File: config.mk
export PLATFORM = sky130hd
export DESIGN_NAME = fifo_rd_stream_flat
export DESIGN_NICKNAME = d
export VERILOG_FILES = /design/src/rtl/fifo_rd_stream_if.sv /design/src/rtl/fifo_rd_stream.sv /design/src/flat_wrapper.sv
export SDC_FILE = /design/constraint.sdc
export NUM_CORES = 1
export LEC_CHECK = 0
export CAP_MARGIN = 15
export CORE_MARGIN = 8
export CORE_UTILIZATION = 57
export CTS_BUF_LIST = sky130_fd_sc_hd__clkbuf_8
export DETAILED_ROUTE_END_ITERATION = 8
export DONT_BUFFER_PORTS = 1
export PLACE_DENSITY_LB_ADDON = 0.15
export SETUP_SLACK_MARGIN = 0.1
export SKIP_CTS_REPAIR_TIMING = 1
export SLEW_MARGIN = 30
export SYNTH_ARGS = -nofsm -noshare
export SYNTH_HDL_FRONTEND = slang
export SYNTH_SLANG_ARGS = --single-unit
File: constraint.sdc
create_clock -name clk -period 2 [get_ports clk]
set_input_delay 0.4 -clock clk [delete_from_list [all_inputs] [get_ports clk]]
set_output_delay 0.4 -clock clk [all_outputs]
set_load 0.01 [all_outputs]
File: src/rtl/fifo_rd_stream_if.sv
// fifo_rd_stream_if
//   Bundles the upstream FIFO read port and the downstream valid/ready
//   stream used by fifo_rd_stream.
//   master modport (the adapter):
//     in : fifo_dout, fifo_empty, m_ready
//     out: fifo_rd_en, m_data, m_valid, level
//   slave modport (the environment): same signals, opposite directions.
interface fifo_rd_stream_if #(
   parameter int unsigned width = 9
);
   logic [width-1:0] fifo_dout;
   logic             fifo_empty;
   logic             fifo_rd_en;
   logic [width-1:0] m_data;
   logic             m_valid;
   logic             m_ready;
   logic [1:0]       level;

   modport master (
      input  fifo_dout, fifo_empty, m_ready,
      output fifo_rd_en, m_data, m_valid, level
   );

   modport slave (
      output fifo_dout, fifo_empty, m_ready,
      input  fifo_rd_en, m_data, m_valid, level
   );
endinterface

File: src/rtl/fifo_rd_stream.sv
// fifo_rd_stream
//   Converts a standard-mode (non-FWFT) FIFO read port with a fixed read
//   latency into a valid/ready stream. Reads are issued only when the
//   skid buffer is guaranteed to have room for the word when it arrives,
//   so the upstream FIFO never has to be stalled mid-read.
//   Ports:
//     clk           single clock, rising edge
//     rst           synchronous, active-high reset
//     bus (master)  fifo_dout/fifo_empty in, fifo_rd_en out,
//                   m_data/m_valid out, m_ready in, level out
//   Parameters:
//     width    data width (4..36)
//     latency  FIFO read latency in cycles (1 or 2)
module fifo_rd_stream #(
   parameter int unsigned width   = 9,
   parameter int unsigned latency = 1
) (
   input logic              clk,
   input logic              rst,
   fifo_rd_stream_if.master bus
);
   localparam int unsigned DEPTH   = latency + 1;
   localparam int unsigned PW      = (DEPTH > 2) ? 2 : 1;
   localparam logic [1:0]  DEPTH_L = 2'(DEPTH);
   localparam logic [PW-1:0] LAST_P = PW'(latency);

   if (latency < 1 || latency > 2) begin : g_bad_latency
      $error("fifo_rd_stream: latency must be 1 or 2");
   end
   if (width < 4 || width > 36) begin : g_bad_width
      $error("fifo_rd_stream: width must be in 4..36");
   end

   logic [width-1:0]   mem_q [DEPTH];
   logic [width-1:0]   mem_d [DEPTH];
   logic [PW-1:0]      head_q, head_d;
   logic [PW-1:0]      tail_q, tail_d;
   logic [1:0]         level_q, level_d;
   logic [latency-1:0] vld_q, vld_d;

   logic [1:0] inflight;
   logic [2:0] occ;
   logic       m_valid;
   logic       pop;
   logic       cap;
   logic       rd_en;

   always_comb begin
      inflight = '0;
      for (int unsigned i = 0; i < latency; i++) begin
         inflight = inflight + {1'b0, vld_q[i]};
      end

      m_valid = (level_q != '0);
      pop     = m_valid & bus.m_ready;
      cap     = vld_q[latency-1];

      // Words already buffered plus words still in the FIFO pipeline, minus
      // the one leaving this cycle, must leave a free slot for a new read.
      occ   = {1'b0, level_q} + {1'b0, inflight} - {2'b00, pop};
      rd_en = !rst && !bus.fifo_empty && (occ < {1'b0, DEPTH_L});

      // Oldest stage drops off; newest stage is this cycle's strobe.
      vld_d = latency'({vld_q, rd_en});

      mem_d   = mem_q;
      head_d  = head_q;
      tail_d  = tail_q;
      level_d = level_q + {1'b0, cap} - {1'b0, pop};

      if (cap) begin
         mem_d[tail_q] = bus.fifo_dout;
         tail_d        = (tail_q == LAST_P) ? '0 : tail_q + PW'(1);
      end
      if (pop) begin
         head_d = (head_q == LAST_P) ? '0 : head_q + PW'(1);
      end
   end

   always_ff @(posedge clk) begin
      if (rst) begin
         head_q  <= '0;
         tail_q  <= '0;
         level_q <= '0;
         vld_q   <= '0;
      end else begin
         head_q  <= head_d;
         tail_q  <= tail_d;
         level_q <= level_d;
         vld_q   <= vld_d;
      end
      mem_q <= mem_d;
   end

   assign bus.fifo_rd_en = rd_en;
   assign bus.m_valid    = m_valid;
   assign bus.m_data     = mem_q[head_q];
   assign bus.level      = level_q;

   // A capture into a full buffer would mean the read throttle is broken.
   ovf_chk: assert property (@(posedge clk) disable iff (rst)
      !(cap && !pop && (level_q == DEPTH_L)));
endmodule
File: src/flat_wrapper.sv
// flat-port wrapper written by rule: the top's interface ports become plain ports
module fifo_rd_stream_flat 
#(
   parameter int unsigned width   = 9,
   parameter int unsigned latency = 1
)
  (clk, rst, bus_fifo_dout, bus_fifo_empty, bus_m_ready, bus_fifo_rd_en, bus_m_data, bus_m_valid, bus_level);
  fifo_rd_stream_if #(.width(width)) bus_i ();
  input logic clk;
  input logic rst;
  input wire logic [$bits(bus_i.fifo_dout)-1:0] bus_fifo_dout;
  input wire logic [$bits(bus_i.fifo_empty)-1:0] bus_fifo_empty;
  input wire logic [$bits(bus_i.m_ready)-1:0] bus_m_ready;
  output wire logic [$bits(bus_i.fifo_rd_en)-1:0] bus_fifo_rd_en;
  output wire logic [$bits(bus_i.m_data)-1:0] bus_m_data;
  output wire logic [$bits(bus_i.m_valid)-1:0] bus_m_valid;
  output wire logic [$bits(bus_i.level)-1:0] bus_level;
  assign bus_i.fifo_dout = bus_fifo_dout;
  assign bus_i.fifo_empty = bus_fifo_empty;
  assign bus_i.m_ready = bus_m_ready;
  assign bus_fifo_rd_en = bus_i.fifo_rd_en;
  assign bus_m_data = bus_i.m_data;
  assign bus_m_valid = bus_i.m_valid;
  assign bus_level = bus_i.level;
  fifo_rd_stream #(.width(width), .latency(latency)) u_core (.clk(clk), .rst(rst), .bus(bus_i));
endmodule
## Yosys cells after proc, flatten, opt, wreduce, memory -nomap -nowiden

Index checks and enable logic that the tools add are counted.

- Output and inout port bits: 13
- Bits of input ports: 13
- Register bits after elaboration: 23

- Bitwise logic cells: 3
- Muxes and demuxes: 8
- Magnitude comparators: 4
- $add $sub $neg: 6
- Reductions and logical operators: 6

Operators by type and width:

| operator | count |
|---|---|
| two-way mux 9 bit | 4 |
| bitwise mux 18 bit | 1 |
| demux 9 bit (select 1 bit) | 1 |
| greater-or-equal comparator 2 bit (second input constant) | 2 |
| inverter 1 -> 2 bit | 2 |
| adder 2 x 1 -> 3 bit | 1 |
| logical AND 1 bit | 3 |
| < comparator 3 x 2 -> 1 bit (second input constant) | 1 |
| subtractor 3 x 1 -> 3 bit | 1 |
| adder 1 bit (second input constant) | 2 |
| adder 2 x 1 -> 2 bit | 1 |
| zero test 1 bit | 2 |
| < comparator 2 x 1 -> 1 bit (second input constant) | 1 |
| two-way mux 1 bit | 2 |
| nonzero test 2 bit | 1 |
| subtractor 2 x 1 -> 2 bit | 1 |
| AND 1 bit | 1 |

## Longest topological paths before layout

- Depth in word-level cells: 6
- Depth in mapped cells: 7

## Worst setup path after synthesis

No wires, ideal clock.

- Kind: reg-to-output
- Start point: register u_core.level_q[1] (netlist: u_core.bus.level[1])
- End point: output port bus_fifo_rd_en
- Arrival: 1.929 ns
- Stages on the path, launching flop included: 7
- Path buffers: 0
- Required time: 1.600 ns
- Slack: -0.329 ns
- Cells stage by stage: dfxtp_1 o21a_2 ha_1 inv_1 ha_1 fa_1 nor4_1

- Word-level cells in the longest chain between the ends: 5
- Elaborated cells on any way between the ends: 6
- Those cells by class: add/sub: 2; order compare: 1; bitwise: 1; reduce/logical: 2

RTL lines:

| what | RTL line | source |
|---|---|---|
| from (decl) | fifo_rd_stream.sv:38 | `logic [1:0] level_q, level_d;` |
| from (signal assigned) | fifo_rd_stream.sv:89 | `level_q <= level_d;` |
| nonzero test 2 bit | fifo_rd_stream.sv:54 | `m_valid = (level_q != '0);` |
| AND 1 bit | fifo_rd_stream.sv:55 | `pop = m_valid & bus.m_ready;` |
| named net u_core.pop | fifo_rd_stream.sv:44 | `logic pop;` |
| subtractor 3 x 1 -> 3 bit | fifo_rd_stream.sv:60 | `occ = {1'b0, level_q} + {1'b0, inflight} - {2'b00, pop};` |
| < comparator 3 x 2 -> 1 bit | fifo_rd_stream.sv:61 | `rd_en = !rst && !bus.fifo_empty && (occ < {1'b0, DEPTH_L});` |
| logical AND 1 bit | fifo_rd_stream.sv:61 |  |
| to (decl) | flat_wrapper.sv:14 | `output wire logic [$bits(bus_i.fifo_rd_en)-1:0] bus_fifo_rd_en;` |

The timed path passes the listed nets, and every way through them passes these cells.

## Final worst setup path

Ends and elaborated chain as after synthesis.

==> metrics.md <==
| Metric | Value |
|---|---|
| Routed vias | around 440 |
| Worst R2R Setup Slack | ~0.07 ns |
| Fmax | approximately 0.41 GHz |
| Synth top area share | 0.598 |
| Total Wirelength | approximately 1500 um |
| FF+latch count, synth | 23 |
| Hold endpoint | u_core.bus.level[1]$_SDFF_PP0_ |
| Clock Pin Slew Worst Setup and Hold Paths | roughly 0.07 ns |
| Worst Hold Class | primary input to flip-flop |
| Total Nets Final | 79 |
| DR vias/cell | between 5 and 6 |
| Setup-failing EPs final | 1 |
| Failing checks | negative setup slack |
| Fin crit period | between 2 and 2.5 ns |
| Worst R2R End | u_core.cap$_SDFF_PP0_ |
| Final total power | between 0.001 and 0.0015 W |
| Syn-to-layout area delta | 18.0% |
| Hold Crit Depth | 1 |
| WL/cell | just under 20 um |
| Maximum fanout along the worst path | 2 |
| IO buf count | 0 |
| Min-delay src | rst |
| GRT Util Overall | 0.0942 |
| Share of cells above drive strength 1 | 0.452 |
| Die area | roughly 3100 um2 |
| Die extent in y | 55.8 um |
| Lkg Pwr | 0.374 nW |
| Core ar. | between 1000 and 1500 um2 |
| Largest area contributor in the netlist | edfxtp_1 |
| Detailed Route Iter0 Violations | 4 |
| Largest net degree at the start of global routing | 13 |
| # clock sinks | 23 |
| Period utilization | 1.21 |
| Register area share after synthesis | 0.709 |
| Max VDD drop | a little under 0.8 mV |
| Max Cap Violations | 0 |
| Post-Syn Nets | 70 |
| Clock Path Buffers | 2 |
| Initial antenna violation count | 0 |
| Mapped Area | between 900 and 1000 um2 |
| # diodes | 0 |
| Root buffer cell | clkbuf_8 |
| Initial Utilization | 0.607 |
| Least-Margin Pin Slew | about 0.45 ns |
| CTS tree | done |
| Final ANT Viol Nets | 0 |
| Drt drc | 0 |
| Synth Warn # | 0 |
| Critical Path RT | roughly 1.6 ns |
| GRT overflow | 0 |
| First-pass GRT wire length | 2360 um |
| Die Wd | between 50 and 60 um |
| Critical Path Source Type | flip-flop |
| H-Tree Level Count | 1 |
| Reg area | 643 um2 |
| HPWL after detailed placement | between 1000 and 1500 um |
| Multi-input combinational cell area | about 300 um2 |
| Fin util | 0.716 |
| Worst-Skew Late Latency | around 0.25 ns |
| Max Clock Skew | between 0.005 and 0.006 ns |
| Avg Cell Area, Syn | between 15 and 20 um2 |
| Synth unique cells | 16 |
| Run status | finished with violations |
| Hold Vio Cnt, Final | 0 |
| Crit Path Class | flip-flop to output pin |
| Vias in the first global route | about 470 |
| GP Congestion | about 0.60 |
| Site row count | 14 |
| Pwr dens | 1370 nW/um2 |
| Final Max Slew Viols | 0 |
| CP Capture Type | output pin |
| Worst reg2reg path depth | 7 |
| Unrepaired setup endpoints after global routing | true |
| CP arrival | slightly above 2 ns |
| Reg2Reg Launch Point | u_core.bus.level[1]$_SDFF_PP0_ |
| Layout fillers | between 90 and 100 |
| Ports | 26 |
| Main area contributors after synthesis | edfxtp_1, dfxtp_1, mux2_2 |
| Relative slew slack | 0.699 |
| DR pass1 iterations | 3 |
| Cells after Synth | 54 |
| PnR worst setup slack | -0.425 ns |
| Total CTS buffers | 3 |
[cell usage after synthesis (all sizes together)]
cell     n
nor2b    4
inv      4
fa       1
mux2    10
o21a     1
nand2    1
xnor2    2
edfxtp  18
buf      1
dfxtp    5
ha       2
nor4     2
nor2     2
and2     1
[area by class of cell]
cell class	count	area share
Clock inverter	1	0.00352
Sequential cell	23	0.603
Tap cell	16	0.0188
Clock buffer	3	0.0387
Inverter	4	0.0141
Multi-Input combinational cell	26	0.283
Timing Repair Buffer	5	0.0387
[flip-flops by register name, summed over array words and instances, names as in the netlist]
register / flops
u_core.cap: 1
u_core.bus.level: 2
u_core.mem_q: 18
u_core.tail_q: 1
u_core.head_q: 1
[stage by stage]
stage               hold slack (ns)  instance area, um2  instances  setup slack (ns)  setup TNS (ns)
global route                  0.180                1070         78            -0.487          -0.487
CTS                           0.210                1020         78            -0.504          -0.504
floorplan                     0.472                 918         54            -0.212          -0.212
detailed placement            0.480                 971         74            -0.216          -0.216
finish                        0.196                1070         78            -0.425          -0.425
global placement              0.474                 971         74            -0.160          -0.160
[cell usage in the layout (no fill, tap or decap), types with 2 or more instances in the layout]
cell type	n
buf_4	4
clkbuf_8	3
dfxtp_1	3
dfxtp_2	2
edfxtp_1	18
ha_4	2
inv_1	4
mux2_2	8
nor2_1	2
nor2b_1	3
[kinds of logic (layout without fill, tap and decap cells)]
kind of cell / count (synthesis) / count (layout) / share of synthesized area
xor gates and xnor gates: 2 / 2 / 0.0194
muxes: 10 / 10 / 0.129
DFF: 23 / 23 / 0.709
adders and majority gates: 3 / 3 / 0.0499
and+or+nand+nor: 10 / 10 / 0.0609
buffers and inverters: 5 / 13 / 0.0222
AOI/OAI and AO/OA: 1 / 1 / 0.00970
[worst max-delay path, stage by stage (launching register included)]
cell and delay, ns:
dfxtp_2 0.33, o21a_2 0.24, ha_4 0.27, inv_2 0.04, ha_4 0.14, fa_2 0.45, nor4_4 0.30
[how the worst max path moves through the flow]
stage,slack (ns),end,startpoint
final,-0.42,bus_fifo_rd_en,u_core.bus.level[1]$_SDFF_PP0_
after global routing,-0.49,bus_fifo_rd_en,u_core.bus.level[1]$_SDFF_PP0_
after CTS,-0.50,bus_fifo_rd_en,u_core.bus.level[1]$_SDFF_PP0_
after detailed placement,-0.22,bus_fifo_rd_en,u_core.bus.level[1]$_SDFF_PP0_
after global placement,-0.16,bus_fifo_rd_en,bus_m_ready
after floorplan,-0.21,bus_fifo_rd_en,u_core.bus.level[1]$_SDFF_PP0_
[report_power, final]
part           leakage (nW)  switching, W  total [W]  internal (W)
clock network        0.0269      0.000125   0.000261      0.000136
registers             0.206     0.0000639   0.000695      0.000631
logic                 0.142      0.000248   0.000503      0.000256
total                 0.374      0.000436    0.00146       0.00102
[routing by layer]
metal	GRT usage	vias to the layer above	wire length, um
met1	0.0966	214	600
met3	0.0434	0	107
li1	-	210	-
met2	0.170	15	828
met4	0.0206	0	0
met5	0	-	0
No activity file was read; power rests on OpenSTA's default activity.
